`src/rtl/vout_line_fetcher.sv`:
```
// Line fetcher: one line-read request per active line, de_re-driven FIFO pops, synced RGB out.
// Pixel latency 3 cycles from de_re_in; FIFO starvation substitutes UNDERFLOW_COLOR, never stalls.
module vout_line_fetcher #(
  parameter int DATA_W = 24,
  parameter int Y_BITS = 12,
  parameter int V_ACT  = 1080,
  parameter int CNT_W  = 16,
  parameter logic [DATA_W-1:0] BLANK_COLOR     = 24'h000000,
  parameter logic [DATA_W-1:0] UNDERFLOW_COLOR = 24'hFF00FF
) (
  input  logic              clk,
  input  logic              rstn,
  input  logic              vs_in,
  input  logic              hs_in,
  input  logic              de_in,
  input  logic              de_re_in,
  output logic              fifo_rd_en,
  input  logic [DATA_W-1:0] fifo_rd_data,
  input  logic              fifo_empty,
  output logic              line_req,
  output logic [Y_BITS-1:0] line_req_y,
  input  logic              line_req_ack,
  output logic              vs_out,
  output logic              hs_out,
  output logic              de_out,
  output logic [DATA_W-1:0] rgb_out,
  output logic              underflow,
  output logic [CNT_W-1:0]  underflow_cnt,
  output logic              req_overrun,
  input  logic              stat_clr
);

  typedef enum logic {IDLE, REQ} state_t;

  localparam logic [Y_BITS-1:0] V_ACT_Y = Y_BITS'(V_ACT);

  state_t            state, state_nxt;
  logic              vs_d;
  logic              s1_need, s1_pop, s2_need;
  logic [DATA_W-1:0] s2_dat;
  logic              t_frame, t_line, uf_now;
  logic              frame_pend;
  logic [Y_BITS-1:0] next_y;
  logic              start_req, start_frame, ack_take;

  assign fifo_rd_en = de_re_in & ~fifo_empty;
  assign uf_now     = de_re_in & ~fifo_rd_en;
  assign t_frame    = vs_in & ~vs_d;
  // s1_need is de_re_in one cycle late, so it doubles as the falling-edge detector
  assign t_line     = s1_need & ~de_re_in;

  always_ff @(posedge clk or negedge rstn) begin
    if (!rstn) begin
      vs_d    <= 1'b0;
      vs_out  <= 1'b0;
      hs_out  <= 1'b0;
      de_out  <= 1'b0;
      s1_need <= 1'b0;
      s1_pop  <= 1'b0;
      s2_need <= 1'b0;
      s2_dat  <= BLANK_COLOR;
      rgb_out <= BLANK_COLOR;
    end else begin
      vs_d    <= vs_in;
      vs_out  <= vs_in;
      hs_out  <= hs_in;
      de_out  <= de_in;
      s1_need <= de_re_in;
      s1_pop  <= fifo_rd_en;
      s2_need <= s1_need;
      s2_dat  <= (s1_need & ~s1_pop) ? UNDERFLOW_COLOR : fifo_rd_data;
      rgb_out <= s2_need ? s2_dat : BLANK_COLOR;
    end
  end

  always_ff @(posedge clk or negedge rstn) begin
    if (!rstn) begin
      underflow     <= 1'b0;
      underflow_cnt <= '0;
      req_overrun   <= 1'b0;
    end else if (stat_clr) begin
      underflow     <= 1'b0;
      underflow_cnt <= '0;
      req_overrun   <= 1'b0;
    end else begin
      if (uf_now) begin
        underflow <= 1'b1;
        if (underflow_cnt != '1) underflow_cnt <= underflow_cnt + 1'b1;
      end
      if (state == REQ && (t_frame || t_line)) req_overrun <= 1'b1;
    end
  end

  always_ff @(posedge clk or negedge rstn) begin
    if (!rstn) state <= IDLE;
    else       state <= state_nxt;
  end

  // A pending frame start outranks any line trigger arriving in the same IDLE cycle
  always_comb begin
    state_nxt   = state;
    start_req   = 1'b0;
    start_frame = 1'b0;
    ack_take    = 1'b0;
    case (state)
      IDLE: begin
        if (frame_pend || t_frame) begin
          state_nxt   = REQ;
          start_req   = 1'b1;
          start_frame = 1'b1;
        end else if (t_line && (next_y < V_ACT_Y)) begin
          state_nxt = REQ;
          start_req = 1'b1;
        end
      end
      REQ: begin
        if (line_req_ack) begin
          state_nxt = IDLE;
          ack_take  = 1'b1;
        end
      end
      default: state_nxt = IDLE;
    endcase
  end

  always_comb begin
    line_req = (state == REQ);
  end

  always_ff @(posedge clk or negedge rstn) begin
    if (!rstn) begin
      next_y     <= '0;
      line_req_y <= '0;
      frame_pend <= 1'b0;
    end else begin
      if (start_frame) begin
        next_y     <= '0;
        line_req_y <= '0;
      end else begin
        if (start_req) line_req_y <= next_y;
        if (ack_take)  next_y     <= next_y + 1'b1;
      end
      if (state == REQ && t_frame) frame_pend <= 1'b1;
      else if (start_frame)        frame_pend <= 1'b0;
    end
  end

endmodule

```
`config.mk`:
```
export PLATFORM = sky130hd
export DESIGN_NAME = vout_line_fetcher
export DESIGN_NICKNAME = d
export VERILOG_FILES = /design/src/rtl/vout_line_fetcher.sv
export SDC_FILE = /design/constraint.sdc
export NUM_CORES = 1
export LEC_CHECK = 0
export ABC_AREA = 1
export CAP_MARGIN = 10
export CORE_MARGIN = 3
export CORE_UTILIZATION = 47
export CTS_BUF_LIST = sky130_fd_sc_hd__clkbuf_4
export CTS_CLUSTER_SIZE = 24
export DETAILED_ROUTE_END_ITERATION = 12
export PLACE_DENSITY = 0.8
export SLEW_MARGIN = 20
export SYNTH_ARGS = -nofsm -noshare
export SYNTH_HDL_FRONTEND = slang
export SYNTH_SLANG_ARGS = --single-unit
export TNS_END_PERCENT = 10
```
`constraint.sdc`:
```
create_clock -name clk -period 1.7 [get_ports clk]
set_clock_uncertainty 0.1 [all_clocks]
set_input_delay 0.17 -clock clk [delete_from_list [all_inputs] [get_ports clk]]
set_output_delay 0.17 -clock clk [all_outputs]
set_load 0.05 [all_outputs]
```
Yosys cells after proc, flatten, opt, wreduce, memory -nomap -nowiden. Cells that the tools add are included.

Bits in registers: 98. Input bits: 33. Output and inout port bits: 59. Word-level logic and storage cells: 66.

Add/sub/neg operators: 2. Order comparisons: 1. Equal/unequal tests: 1. Mux-type cells: 24. Bitwise gates (word level): 11. Reductions and logical operators: 12.

Operators with widths (count): $mux W12 (4); $mux W16 (3); $mux W24 (2); $add A16 B1 Y16 const B (1); $ne A16 B16 Y1 const B (1); $mux W1 (14); $add A12 B1 Y12 const B (1); $lt A12 B11 Y1 const B (1); $reduce_bool A2 Y1 (6); $not A1 Y1 (6); $and A1 B1 Y1 (5); $logic_and A1 B1 Y1 (3); $logic_or A1 B1 Y1 (2); $pmux W1 S2 (1); $reduce_and A2 Y1 (1).

Logic depth before layout (Yosys ltp). Gate-level depths: netlist of the first run.

Depth in word-level cells: 8. Gate-level depth with buffers: 10. Gate-level depth less buffers: 10.

Worst setup path after synthesis of the first run. OpenSTA, ideal clock, no wires.

Path kind: register to register. Start: register underflow_cnt[0]. End: register underflow_cnt[2]. Setup time: 0.074 ns. Arrival: 1.867 ns. Required time: 1.526 ns. Path slack: -0.341 ns. Stages on the path, launching flop included: 11. Buffers on the path: 1. Period minus slack after synthesis: 2.041 ns. Cells stage by stage: dfrtp_1 > ha_1 > nand2_2 > nor2_4 > nand2_4 > nor2_8 > nand3_4 > nand2_8 > buf_12 > nand2_1 > o21ai_2.

Word-level cells in the longest chain between the ends: 4. Elaborated cells between the ends (all ways): 7. Classes of those cells: add/sub: 1; eq/ne: 1; mux: 3; reduce/logical: 2.

RTL lines: start, declared (line 28) `output logic [CNT_W-1:0] underflow_cnt,`; start signal, assigned (line 88) `if (underflow_cnt != '1) underflow_cnt <= underflow_cnt + 1'b1;`; $add A16 B1 Y16 (line 88); $mux W16 (line 88); $mux W16 (line 86) `if (uf_now) begin`; $mux W16 (line 81) `end else if (stat_clr) begin`.

Several ways; a longest one is shown, not always the timed one. The select of a mux whose other input is x is not followed. A chain may end at the register's enable or synchronous reset.

Final worst setup path of the first run.
Start: register underflow_cnt[0]. End: register underflow_cnt[5].

Same word-level chain as after synthesis.

==> out/metrics.cfg, run 1 <==
[drt]
dr.pass1.iters = 4
wl_um = 8370
drc = 0
wl_per_cell_um = 12.5
vias_per_cell = 4.75
ant_nets = 0
vias = 3175
drt_iter0_drc = 91

[clocking]
cts_tree = built
cts.sinks = 98
clkLatencyLatePin_ns = 0.42
clockBufferDepth = 2
clk_pin_slew_ns = 0.13
cts_buffers = 9
root_buffer = clkbuf_4
cts_max_level = 3

[yosys]
synth.avg_cell_area_um2 = 9.26
synthDistinctLibCells = 34
synth_ff_type = dfrtp_1
synth_edf_count = 0
syn_area_mm2 = 0.00415
synth_warnings = 0
yosysTopAreaCell = dfrtp_1
ys_top_cells_by_area = dfrtp_1, nand2_1, inv_1
yosysTopAreaCellShare_pct = 59.1
postSynthCellCount = 448
syn_nets = 483
synth_seq_cells = 98
async_reset_ff_share_pct = 100
ys_seq_area_share_pct = 59.1

[floorplanning]
core.rowCount = 33
die_y_um = 100
die_w_um = 100
coreArea_mm2 = 0.00838
ioPinCount = 92
start_util_pct = 49.5
design.die.area_mm2 = 0.00999

[sta]
worst_slew_pin_slew_ns = 0.738
hold_viol = 0
tns_ns = 0
relSlewSlack_pct = 50.8
min_period_ns = 1.63
setup_slack_ns = 0.0717
setup_viol = 0
rsz0062_at_grt = yes
finalCritPeriodShare_pct = 95.8
drv_slew = 0
fmax_mhz = 614

[global_route]
first_global_vias = 3079
grt-ovfl-total = 0
grt_max_degree = 99
antenna_found_initial = 0
grt.total_usage_pct = 17.4
grt_pass1_wl_um = 14000

[worst_setup_path]
r2r_cells = 8
r2r_start = underflow_cnt[0]
cp_max_fo = 13
r2r_end = underflow_cnt[5]
cp-start-kind = flip-flop
crit_start = underflow_cnt[0]
cp.arrival_ns = 1.84
worstSetupEndpointType = flip-flop
crit_type = flip-flop to flip-flop
reg2reg_slack_ns = 0.07
critPathRequiredTime_ns = 1.91

[placed_design]
port_buffers = 91
dp_cells = 651
dp_hpwl_um = 5980
post-place-ws_ns = 0.0116
placed_area_mm2 = 0.00514
gp_routability_congestion = 0.878

[hold_path]
worstHoldStart = hs_in
hold_depth = 1
hp-class = input port to flip-flop
holdPathEnd = hs_out

[pwr]
cellPowerDensity_mw_per_mm2 = 921
cellLeakagePower_nw = 2.82
vdd_drop_max_mv = 0.445

[final_layout]
final_common_cell = nand2_1
layout_common_cells = nand2_1, dfrtp_1, buf_4
n_antenna_cell = 0
final_cells = 668
fin_area_mm2 = 0.00529
nets = 594
fin_util_pct = 63.1
drive_gt1_share_pct = 26.1
area_growth_pct = 27.5

[outcome]
status = finished clean

[flow_run]
maxCapViolCount = 0

==> power breakdown <==
group,total (W),internal [W],switching (W)
registers,0.00261,0.00249,0.000113
clock network,0.00115,0.000433,0.000716
logic,0.00112,0.000389,0.000729
total,0.00488,0.00332,0.00156
==> layout make-up <==
class                   instances  area [um2]
flip-flops and latches         98        2460
multi-input cells             272        1390
well taps                     105         131
repair buffers                110         931
clock buffers                   9        67.6
inverters                      68         255
fillers                       703        3090
clock inverters                 6        57.6
==> through the flow <==
step	total power, W	hold WS (ns)
after detailed placement	0.00378	0.164
after global placement	0.00375	0.165
after global routing	0.00513	0.0434
final	0.00488	0.0812
after CTS	0.00494	0.0516
after floorplan	0.00333	-0.226
==> per-layer routing <==
metal  part of all wire [%]  vias up  track usage (%)  wire (um)
li1                       -     1596                -          -
met1                     44     1493             22.4       3700
met2                     49       72             29.1       4140
met3                    4.9       14             4.31        410
met4                    1.4        0             4.94        114
met5                      0        -                0          0
==> registers in the layout, indices dropped and copies added, names as in the netlist <==
register	count
underflow	1
line_req_y	12
s2_dat	24
next_y	12
hs_out	1
req_overrun	1
line_req	1
s1_need	1
de_out	1
vs_d	1
frame_pend	1
s1_pop	1
rgb_out	24
underflow_cnt	16
s2_need	1
==> synthesized netlist by cell type, types with 2 or more instances <==
master	n
nand2_1	112
dfrtp_1	98
inv_1	65
nor2_1	41
nand3_1	31
or2_2	18
o21ai_2	10
nand2_2	9
nand4_1	9
a21oi_1	7
clkbuf_1	6
o21ai_0	6
xor2_1	4
buf_2	3
inv_2	3
nor3_1	3
o21ai_1	3
buf_12	2
ha_1	2
nor2_4	2
==> worst max-delay path, stage by stage (launching register included) <==
cell and delay [ns]:
dfrtp_2 0.41, ha_4 0.15, nand2_2 0.07, nor2_4 0.14
nand2_4 0.09, nor2_8 0.11, nand3_4 0.13, nand2_4 0.23
o21ai_1 0.08
==> worst max-delay path by stage <==
stage / endpoint / slack, ns / cells after the start
detailed placement: next_y[9] / 0.01 / 9
floorplan: underflow_cnt[2] / -0.11 / 10
finish: underflow_cnt[5] / 0.07 / 8
CTS: underflow_cnt[7] / 0.04 / 10
global placement: line_req_y[4] / 0.05 / 9
global route: underflow_cnt[5] / -0.009 / 8
==> cells by family after synthesis <==
logic type	Yosys count	share of synthesized area, %
XOR/XNOR	4	0.844
AND/OR/NAND/NOR	233	26.3
flip-flops	98	59.1
adder cells (fa/ha/maj)	2	0.603
buffers and inverters	79	8.02
AO/OA/AOI/OAI	32	5.13
==> repair_timing <==
action | in CTS | in global routing
endpoints found under the setup margin | 0 | 11
endpoints found under the hold margin | 98 | 0
setup buffers | 0 | 0
gates resized for setup | 0 | 2
hold buffers | 1 | 0
Power figures use the tool's default switching activity.
==> run 2, diff against run 1 <==
CORE_UTILIZATION = 53   (was 47)
CTS_CLUSTER_DIAMETER = 150   (was unset)
DONT_BUFFER_PORTS = 1   (was unset)
PLACE_DENSITY = 0.73   (was 0.8)
==> run 2 against run 1 <==
Effect of this change: global-route usage up 4.0 points; largest power group unchanged; critical path depth up 1; critical path type unchanged; critical endpoint is now underflow_cnt[1]; die area down 11%; the run now ends with negative hold slack left; first-iteration DRC count up 43%; clock power up 17%; power up 1.2%.
==> out/metrics.cfg, run 2 (synthesized netlist as in run 1, its figures left out) <==
[sta]
rsz0062_at_grt = yes
fmax_mhz = 600
hold_ws_ns = -0.728
tns_ns = 0
relSlewSlack_pct = 64.7
worst_slew_pin_slew_ns = 0.530
setup_viol = 0
hold_viol = 98
drv_slew = 0
finalCritPeriodShare_pct = 98.0
min_period_ns = 1.67

[worst_setup_path]
cp.arrival_ns = 1.94
reg2reg_slack_ns = 0.03
critPathRequiredTime_ns = 1.97
cp-start-kind = flip-flop
critPathSlowestCell = dfrtp_2
worstSetupEndpointType = flip-flop
slowest_delay_ns = 0.42
r2r_start = underflow_cnt[0]
r2r_end = underflow_cnt[1]
r2r_cells = 9
cp_max_fo = 13
crit_type = flip-flop to flip-flop
path_cells = ha_4, nand2_2, nor2_4, nand2_4, nor2_8, nand3_4, nand2_4, nand2_2, o21ai_2

[flow_run]
maxCapViolCount = 0

[drt]
drt_iter0_drc = 130
wl_per_cell_um = 14.2
drc = 0
dr.pass1.iters = 4
ant_nets = 0
wl_um = 8720
vias_per_cell = 5.03
vias = 3081

[clocking]
cts_buffers = 9
clockBufferDepth = 2
root_buffer = clkbuf_4
clkLatencyLatePin_ns = 0.45
cts_max_level = 3
cts_setup_buffers = 0
clk_pin_slew_ns = 0.19
cts_tree = built
cts.sinks = 98
hold_buffers = 31

[final_layout]
layout_common_cells = nand2_1, dfrtp_1, inv_1
final_common_cell = nand2_1
largestRegisters = rgb_out x24, s2_dat x24, underflow_cnt x16
n_antenna_cell = 0
drive_gt1_share_pct = 21.2
area_growth_pct = 19.3
nets = 544

[floorplanning]
ioPinCount = 92
coreArea_mm2 = 0.00741
design.die.area_mm2 = 0.00893
start_util_pct = 56.0
die_y_um = 94.5
core.rowCount = 31
die_w_um = 94.5

[pwr]
cellLeakagePower_nw = 2.59
power_w = 0.00493
cellPowerDensity_mw_per_mm2 = 997
vdd_drop_max_mv = 0.481

[outcome]
violations = negative hold slack
status = complete, but fails checks

[global_route]
first_global_vias = 3196
grt_max_degree = 99
grt-ovfl-total = 0
grt_pass1_wl_um = 14900
antenna_found_initial = 0
grt.total_usage_pct = 21.4

[placed_design]
dp_hpwl_um = 5830
port_buffers = 0
gp_routability_congestion = 0.869

[hold_path]
hp-class = input port to async pin

[run 2: changes by cell type in the layout (fill, tap and decap cells not counted), moves of 2 or more]
| cell | delta |
|---|---|
| buf_4 | -48 |
| clkdlybuf4s50_1 | -31 |
| clkinv_1 | -3 |
| dfrtp_1 | +2 |
| dfrtp_2 | -2 |
| dlygate4sd3_1 | +30 |
| inv_6 | +2 |
| nand2_1 | -2 |
| nand2_2 | +2 |
| nor2_1 | -4 |
| nor2_2 | +4 |
[run 2: area by class of cell]
cell class	count	area, um2
clock buffers	9	67.6
fillers	586	2460
flip-flops and latches	98	2460
repair buffers	60	541
multi-input cells	272	1410
well taps	99	124
inverters	68	255
clock inverters	7	92.6
[run 2: worst max-delay path, delay by kind of cell, from the launching register on]
kind,cells,cell delay (ns)
adders and majority gates,1,0.15
DFF,1,0.42
AOI/OAI and AO/OA,1,0.06
and+or+nand+nor,7,0.89
[run 2: worst max-delay path by stage]
stage	from	endpoint	slack [ns]
after detailed placement	underflow_cnt[0]	underflow_cnt[8]	0.06
after CTS	underflow_cnt[0]	underflow_cnt[15]	0.03
final	underflow_cnt[0]	underflow_cnt[1]	0.03
after global routing	underflow_cnt[0]	underflow_cnt[5]	-0.06
after global placement	underflow_cnt[0]	underflow_cnt[15]	0.10
after floorplan	underflow_cnt[0]	underflow_cnt[2]	-0.11
[run 2: layer usage]
metal | global-route usage (%) | share of wire, % | up-vias
met3 | 4.62 | 6.1 | 21
met5 | 0 | 0 | -
met1 | 26.4 | 41 | 1472
met2 | 36.2 | 50 | 89
met4 | 9.62 | 2.9 | 0
li1 | - | - | 1499
[run 2: timing repair]
| action | in CTS | in global routing |
|---|---|---|
| endpoints found under the hold margin | 137 | 98 |
| endpoints found under the setup margin | 0 | 26 |
| gates resized for setup | 0 | 9 |
[run 2: power breakdown]
part	internal [W]	switching, W	leakage (nW)
registers	0.00249	0.000347	1.24
clock network	0.000491	0.000859	0.0862
logic	0.000282	0.000463	1.26
total	0.00326	0.00167	2.59
[run 2: through the flow]
step | cells | area (um2) | hold WS, ns | util [%] | setup slack (ns)
3_5_place_dp | 565 | 4440 | -0.223 | 60.0 | 0.0558
5_1_grt | 613 | 4950 | -0.767 | 66.8 | -0.0621
2_1_floorplan | 448 | 4170 | -0.226 | - | -0.108
4_1_cts | 612 | 4910 | -0.736 | 66.3 | 0.0266
6_report | 613 | 4950 | -0.728 | 66.8 | 0.0335
3_3_place_gp | 565 | 4440 | -0.223 | 60.0 | 0.103
